[config.mk]
export PLATFORM = sky130hd
export DESIGN_NAME = serial_subtractor
export DESIGN_NICKNAME = d
export VERILOG_FILES = /design/src/rtl/serial_subtractor.sv
export SDC_FILE = /design/constraint.sdc
export NUM_CORES = 1
export LEC_CHECK = 0
export ABC_AREA = 1
export BUFFER_PORTS_ARGS = -buffer_cell sky130_fd_sc_hd__clkbuf_2
export CAP_MARGIN = 5
export CORE_AREA = 2 2 53 55
export DETAILED_ROUTE_END_ITERATION = 6
export DIE_AREA = 0 0 55 57
export PLACE_DENSITY = 0.79
export SETUP_SLACK_MARGIN = 0.2
export SLEW_MARGIN = 5
export SYNTH_ARGS = -nofsm -noshare
export SYNTH_HDL_FRONTEND = slang
export SYNTH_SLANG_ARGS = --single-unit
[constraint.sdc]
create_clock -name clk -period 2.81 [get_ports clk]
set_input_delay 0.1405 -clock clk [delete_from_list [all_inputs] [get_ports clk]]
set_output_delay 0.1405 -clock clk [all_outputs]
set_load 0.01 [all_outputs]
[src/rtl/serial_subtractor.sv]
// Bit-serial LSB-first subtractor (a - b) with a start/done handshake.
// Optional signed-overflow output enabled by defining SUB_SIGNED_OVF_EN.
module serial_subtractor #(
    parameter int WIDTH = 8
) (
    input  logic             clk,
    input  logic             rst_n,
    input  logic             start,
    input  logic [WIDTH-1:0] a,
    input  logic [WIDTH-1:0] b,
    output logic             busy,
    output logic             done,
    output logic [WIDTH-1:0] diff,
    output logic             borrow
`ifdef SUB_SIGNED_OVF_EN
    ,
    output logic             ovf
`endif
);

    // state | meaning
    // IDLE  | waiting for start, result registers hold last value
    // SHIFT | one result bit per edge, LSB first
    // DONE  | one-cycle result-valid pulse
    typedef enum logic [1:0] {IDLE, SHIFT, DONE} state_t;

    localparam int CW = $clog2(WIDTH);

    state_t           state, state_nxt;
    logic [WIDTH-1:0] sh_a, sh_b;
    logic [CW-1:0]    cnt;
    logic             br, br_nxt, d_bit, last;
`ifdef SUB_SIGNED_OVF_EN
    logic             a_msb, b_msb;
`endif

    always_comb begin
        d_bit     = sh_a[0] ^ sh_b[0] ^ br;
        br_nxt    = (~sh_a[0] & sh_b[0]) | (~(sh_a[0] ^ sh_b[0]) & br);
        last      = (cnt == CW'(WIDTH - 1));
        state_nxt = state;
        case (state)
            IDLE:    if (start) state_nxt = SHIFT;
            SHIFT:   if (last) state_nxt = DONE;
            DONE:    state_nxt = IDLE;
            default: state_nxt = IDLE;
        endcase
    end

    always_ff @(posedge clk or negedge rst_n) begin
        if (!rst_n) state <= IDLE;
        else        state <= state_nxt;
    end

    // diff doubles as the result shift register; it is complete after the last shift
    always_ff @(posedge clk or negedge rst_n) begin
        if (!rst_n) begin
            sh_a   <= '0;
            sh_b   <= '0;
            cnt    <= '0;
            br     <= 1'b0;
            diff   <= '0;
            borrow <= 1'b0;
`ifdef SUB_SIGNED_OVF_EN
            a_msb  <= 1'b0;
            b_msb  <= 1'b0;
            ovf    <= 1'b0;
`endif
        end else if (state == IDLE && start) begin
            sh_a  <= a;
            sh_b  <= b;
            br    <= 1'b0;
            cnt   <= '0;
`ifdef SUB_SIGNED_OVF_EN
            a_msb <= a[WIDTH-1];
            b_msb <= b[WIDTH-1];
`endif
        end else if (state == SHIFT) begin
            sh_a <= sh_a >> 1;
            sh_b <= sh_b >> 1;
            diff <= {d_bit, diff[WIDTH-1:1]};
            br   <= br_nxt;
            cnt  <= cnt + 1'b1;
            if (last) begin
                borrow <= br_nxt;
`ifdef SUB_SIGNED_OVF_EN
                // d_bit is the result MSB on the last shift
                ovf    <= (a_msb ^ b_msb) & (d_bit ^ a_msb);
`endif
            end
        end
    end

    assign busy = (state == SHIFT);
    assign done = (state == DONE);

endmodule
# Word-level counts from Yosys, hierarchy flattened
# Cells that the tools add are included.
[totals]
register_bits = 31
inputBits = 19
output_inout_bits = 11
word_cells = 38
[op_classes]
addsub = 1
eq_ne = 5
mux = 11
n_bitwise = 8
reduce_logical = 6
[ops]
columns = ["operator", "n"]
rows = [
  ["two-way mux 8 bit", 4],
  ["two-way mux 3 bit", 2],
  ["two-way mux 2 bit", 2],
  ["one-hot mux 2 bit (2 select lines)", 1],
  ["AND reduction 2 bit", 2],
  ["adder 3 x 1 -> 3 bit, second input constant", 1],
  ["equality test 3 bit, second input constant", 1],
  ["NOT 1 bit", 3],
  ["AND reduction 3 bit", 1],
  ["bitwise AND 1 bit", 2],
  ["equality test 2 x 1 -> 1 bit, second input constant", 1],
  ["equality test 2 bit, second input constant", 1],
  ["zero test 2 bit", 1],
  ["two-way mux 1 bit", 2],
  ["!= test 2 x 1 -> 1 bit, second input constant", 1],
  ["!= test 2 bit, second input constant", 1],
  ["nonzero test 2 bit", 1],
  ["bitwise XOR 1 bit", 2],
  ["logical AND 1 bit", 1],
  ["OR 1 bit", 1],
]

# Logic depth before layout (Yosys ltp)
[depth]
ltp_word = 6
depth_mapped = 6
mapped_depth_nobuf = 6

# Worst setup path before layout
# No wires, ideal clock.
[synth_path]
kind = "flip-flop to flip-flop"
from = "register sh_a[0]"
to = "register diff[7]"
setup_time_ps = 126
t_arrival_ps = 959
required_time_ps = 2684
slack_ps = 1725
path_stages_with_launch = 4
path_buffers = 0
period_less_slack_ps = 1085
path_cell_list = "dfrtp_1 -> fa_1 -> nand2_1 -> o21ai_0"
[synth_via]
elab_chain_len = 2
[synth_rtl]
columns = ["item", "line", "text"]
rows = [
  ["start: declaration", "30", "logic [WIDTH-1:0] sh_a, sh_b;"],
  ["start signal: assignment", "79", "sh_a <= sh_a >> 1;"],
  ["bitwise XOR 1 bit (2 in series)", "38", "d_bit = sh_a[0] ^ sh_b[0] ^ br;"],
  ["net d_bit", "32", "logic br, br_nxt, d_bit, last;"],
  ["end signal: assignment", "81", "diff <= {d_bit, diff[WIDTH-1:1]};"],
  ["end: declaration", "13", "output logic [WIDTH-1:0] diff,"],
]
# The timed path passes the listed nets, and every way through them passes these cells.
# A chain may end at the register's enable or synchronous reset.

# Worst setup path in the final report
[layout_path]
from = "register state[0]"
to = "output busy"
[layout_via]
elab_chain_len = 1
[layout_rtl]
columns = ["item", "line", "text"]
rows = [
  ["start: declaration", "29", "state_t state, state_nxt;"],
  ["start signal: assignment", "52", "else state <= state_nxt;"],
  ["equality test 2 x 1 -> 1 bit", "94", "assign busy = (state == SHIFT);"],
  ["end: declaration", "11", "output logic busy,"],
]
# Every way passes these cells.

==> impl_metrics.yaml <==
finish:
  nets: 204
  utilization_pct: 60.5
  drive_gt1_share_pct: 20.2
  antenna_cells: 0
  area_growth_syn_to_layout_pct: 15.1
routing:
  vias: 1178
  drt_iter0_drc: 51
  wl_per_cell_um: 13.2
  drc: 0
  wl_um: 2840
  ant_nets: 0
  drt-vias-per-instance: 5.50
  drt_first_pass_iters: 4
die:
  dieWidth_um: 55
  num_rows: 19
  top_level_ports: 30
  die_area_um2: 3140
  chipHeight_um: 57
  start_util_pct: 52.5
  fp.coreArea_um2: 2620
placement:
  dp_hpwl_um: 1810
  place_congestion: 0.740
  io_buffers: 29
sta:
  period_share_pct: 60.6
  min_period_ns: 1.70
  relSlewSlack_pct: 39.7
  tns_ns: 0
  hold_violations: 0
  slew_violations: 0
  rsz0062_at_grt: "false"
  setup_viol: 0
  fin_skew_ns: 0.00853
  fmax_mhz: 587
  tightest_slew_ns: 0.901
cts:
  htreeDepth: 2
  cts_inserted_buffers: 5
  clk_path_buf_depth: 2
  insertion_delay_ns: 0.33
  clockRootBuffer: "clkbuf_4"
  cts_tree: "done"
  clock_sinks: 31
  clk_pin_slew_ns: 0.10
logic_synthesis:
  synth_nets: 174
  yosys_warnings: 0
  netlist_instances: 152
  seq_area_frac_synth_pct: 56.5
  syn_avg_cell_area_um2: 9.04
  ys_ff_latch: 31
  ys_types: 15
  syn_area_um2: 1370
critical_path:
  setup.worst_path.class: "reg -> out"
  critical_path_required_ns: 2.67
  rrSetupSlack_ns: 1.25
  path_max_fanout: 25
  crit_path_start_kind: "register"
  crit_arrival_ns: 1.56
  cp-end-kind: "output pin"
power:
  p_int_mw: 0.967
  p_clk_share_pct: 15.1
  seq_power_share_pct: 45.3
  p_total_mw: 1.67
  irDropWorstVdd_v: 0.000604
  p_comb_share_pct: 39.6
  p_sw_mw: 0.703
  p_sw_share_pct: 42.1
  power_density_nw_per_um2: 1060
  p_leak_nw: 0.824
global_routing:
  grt_pass1_wl_um: 4810
  grt_overflow: 0
  grt_max_degree: 34
  grt_util_all_layers_pct: 21.3
  grt_pass1_vias: 1160
  antenna_found_initial: 0
status:
  outcome: "complete, no violations"
hold_path:
  hp-class: "in -> reg"
flow_run:
  cap_violations: 0
metrics by stage:
step                      cell area (um2)  std cells  hold slack [ns]  setup slack [ns]
after floorplan                      1370        152           -0.155              1.72
after global placement               1500        203            0.234              1.32
after detailed placement             1500        203            0.243              1.25
after CTS                            1580        214           0.0493              1.09
after global routing                 1580        214           0.0565             0.990
final                                1580        214           0.0639              1.11
worst paths after layout:
check                      cells after the start      end  startpoint
min in group asynchronous                      2  diff[3]       rst_n
min                                            3  sh_a[1]        a[1]
max reg2reg                                    3  sh_b[2]    state[0]
max in group asynchronous                      2  sh_a[2]       rst_n
min reg2reg                                    2  diff[0]     diff[0]
max                                            3     busy    state[0]
kinds of logic (layout without fill, tap and decap cells):
logic type               after synthesis  after routing  share of synthesized area, %
AND/OR/NAND/NOR                       87             87                          28.9
flip-flops                            31             31                          56.5
buffers and inverters                 19             50                          6.83
AO/OA/AOI/OAI                         12             12                          4.55
adder cells (fa/ha/maj)                3              3                          3.28
what timing repair did:
action / in CTS / in global routing
hold endpoints to repair: 33 / 0
gates resized for setup: 0 / 0
hold buffers: 3 / 0
setup endpoints to repair: 0 / 0
buffers inserted: 0 / 0
placed cells by master, fill, tap and decap left out:
cell,n
fa_1,1
nor2_4,1
dlygate4sd3_1,3
nand2_1,33
clkbuf_4,5
dfrtp_1,31
clkbuf_1,2
clkinv_2,1
inv_1,10
a22oi_1,1
nor2_1,4
nand3_1,48
o21ai_0,10
o21ai_1,1
nand2_2,1
ha_1,2
clkbuf_2,29
worst max-delay path: stages (launching register included):
cell and delay, ns:
dfrtp_1 0.46, inv_1 0.10, nor2_4 0.44, clkbuf_2 0.23
metal layers:
layer  GRT usage [%]  routed length (um)
met5               0                   0
met4            6.97                  40
met3            8.12                 146
met2            35.5                1450
met1            24.8                1200
sequential cells by signal, summed over array words and instances, names as in the netlist:
name	flops
borrow	1
br	1
sh_b	8
sh_a	8
state	2
cnt	3
diff	8
layout make-up:
cell class                      instances  area [um2]
Fill cell                             259        1030
Sequential cell                        31         776
Multi-Input combinational cell        102         504
Timing Repair Buffer                   32         175
Clock buffer                            7        45.0
Tap cell                               31        38.8
Inverter                               10        37.5
Clock inverter                          1        5.00
power by group through the flow:
stage | Clock (mW) | Combinational (mW) | Sequential, mW
final | 0.251 | 0.661 | 0.757
after global routing | 0.275 | 0.762 | 0.781
after global placement | 0 | 0.634 | 0.752
after CTS | 0.258 | 0.673 | 0.757
after floorplan | 0 | 0.490 | 0.767
after detailed placement | 0 | 0.662 | 0.765
synth_stat cells:
cell / number / area share, %
nand3_1: 48 / 17
nand2_1: 33 / 9.0
dfrtp_1: 31 / 56
inv_1: 10 / 2.7
o21ai_0: 10 / 3.6
buf_4: 5 / 2.7
nor2_1: 4 / 1.1
buf_2: 3 / 1.1
ha_1: 2 / 1.8
a22oi_1: 1 / 0.55
buf_1: 1 / 0.27
fa_1: 1 / 1.5
nand2_2: 1 / 0.46
nor2_4: 1 / 0.82
o21ai_1: 1 / 0.36
(Power assumes the default switching activity.)
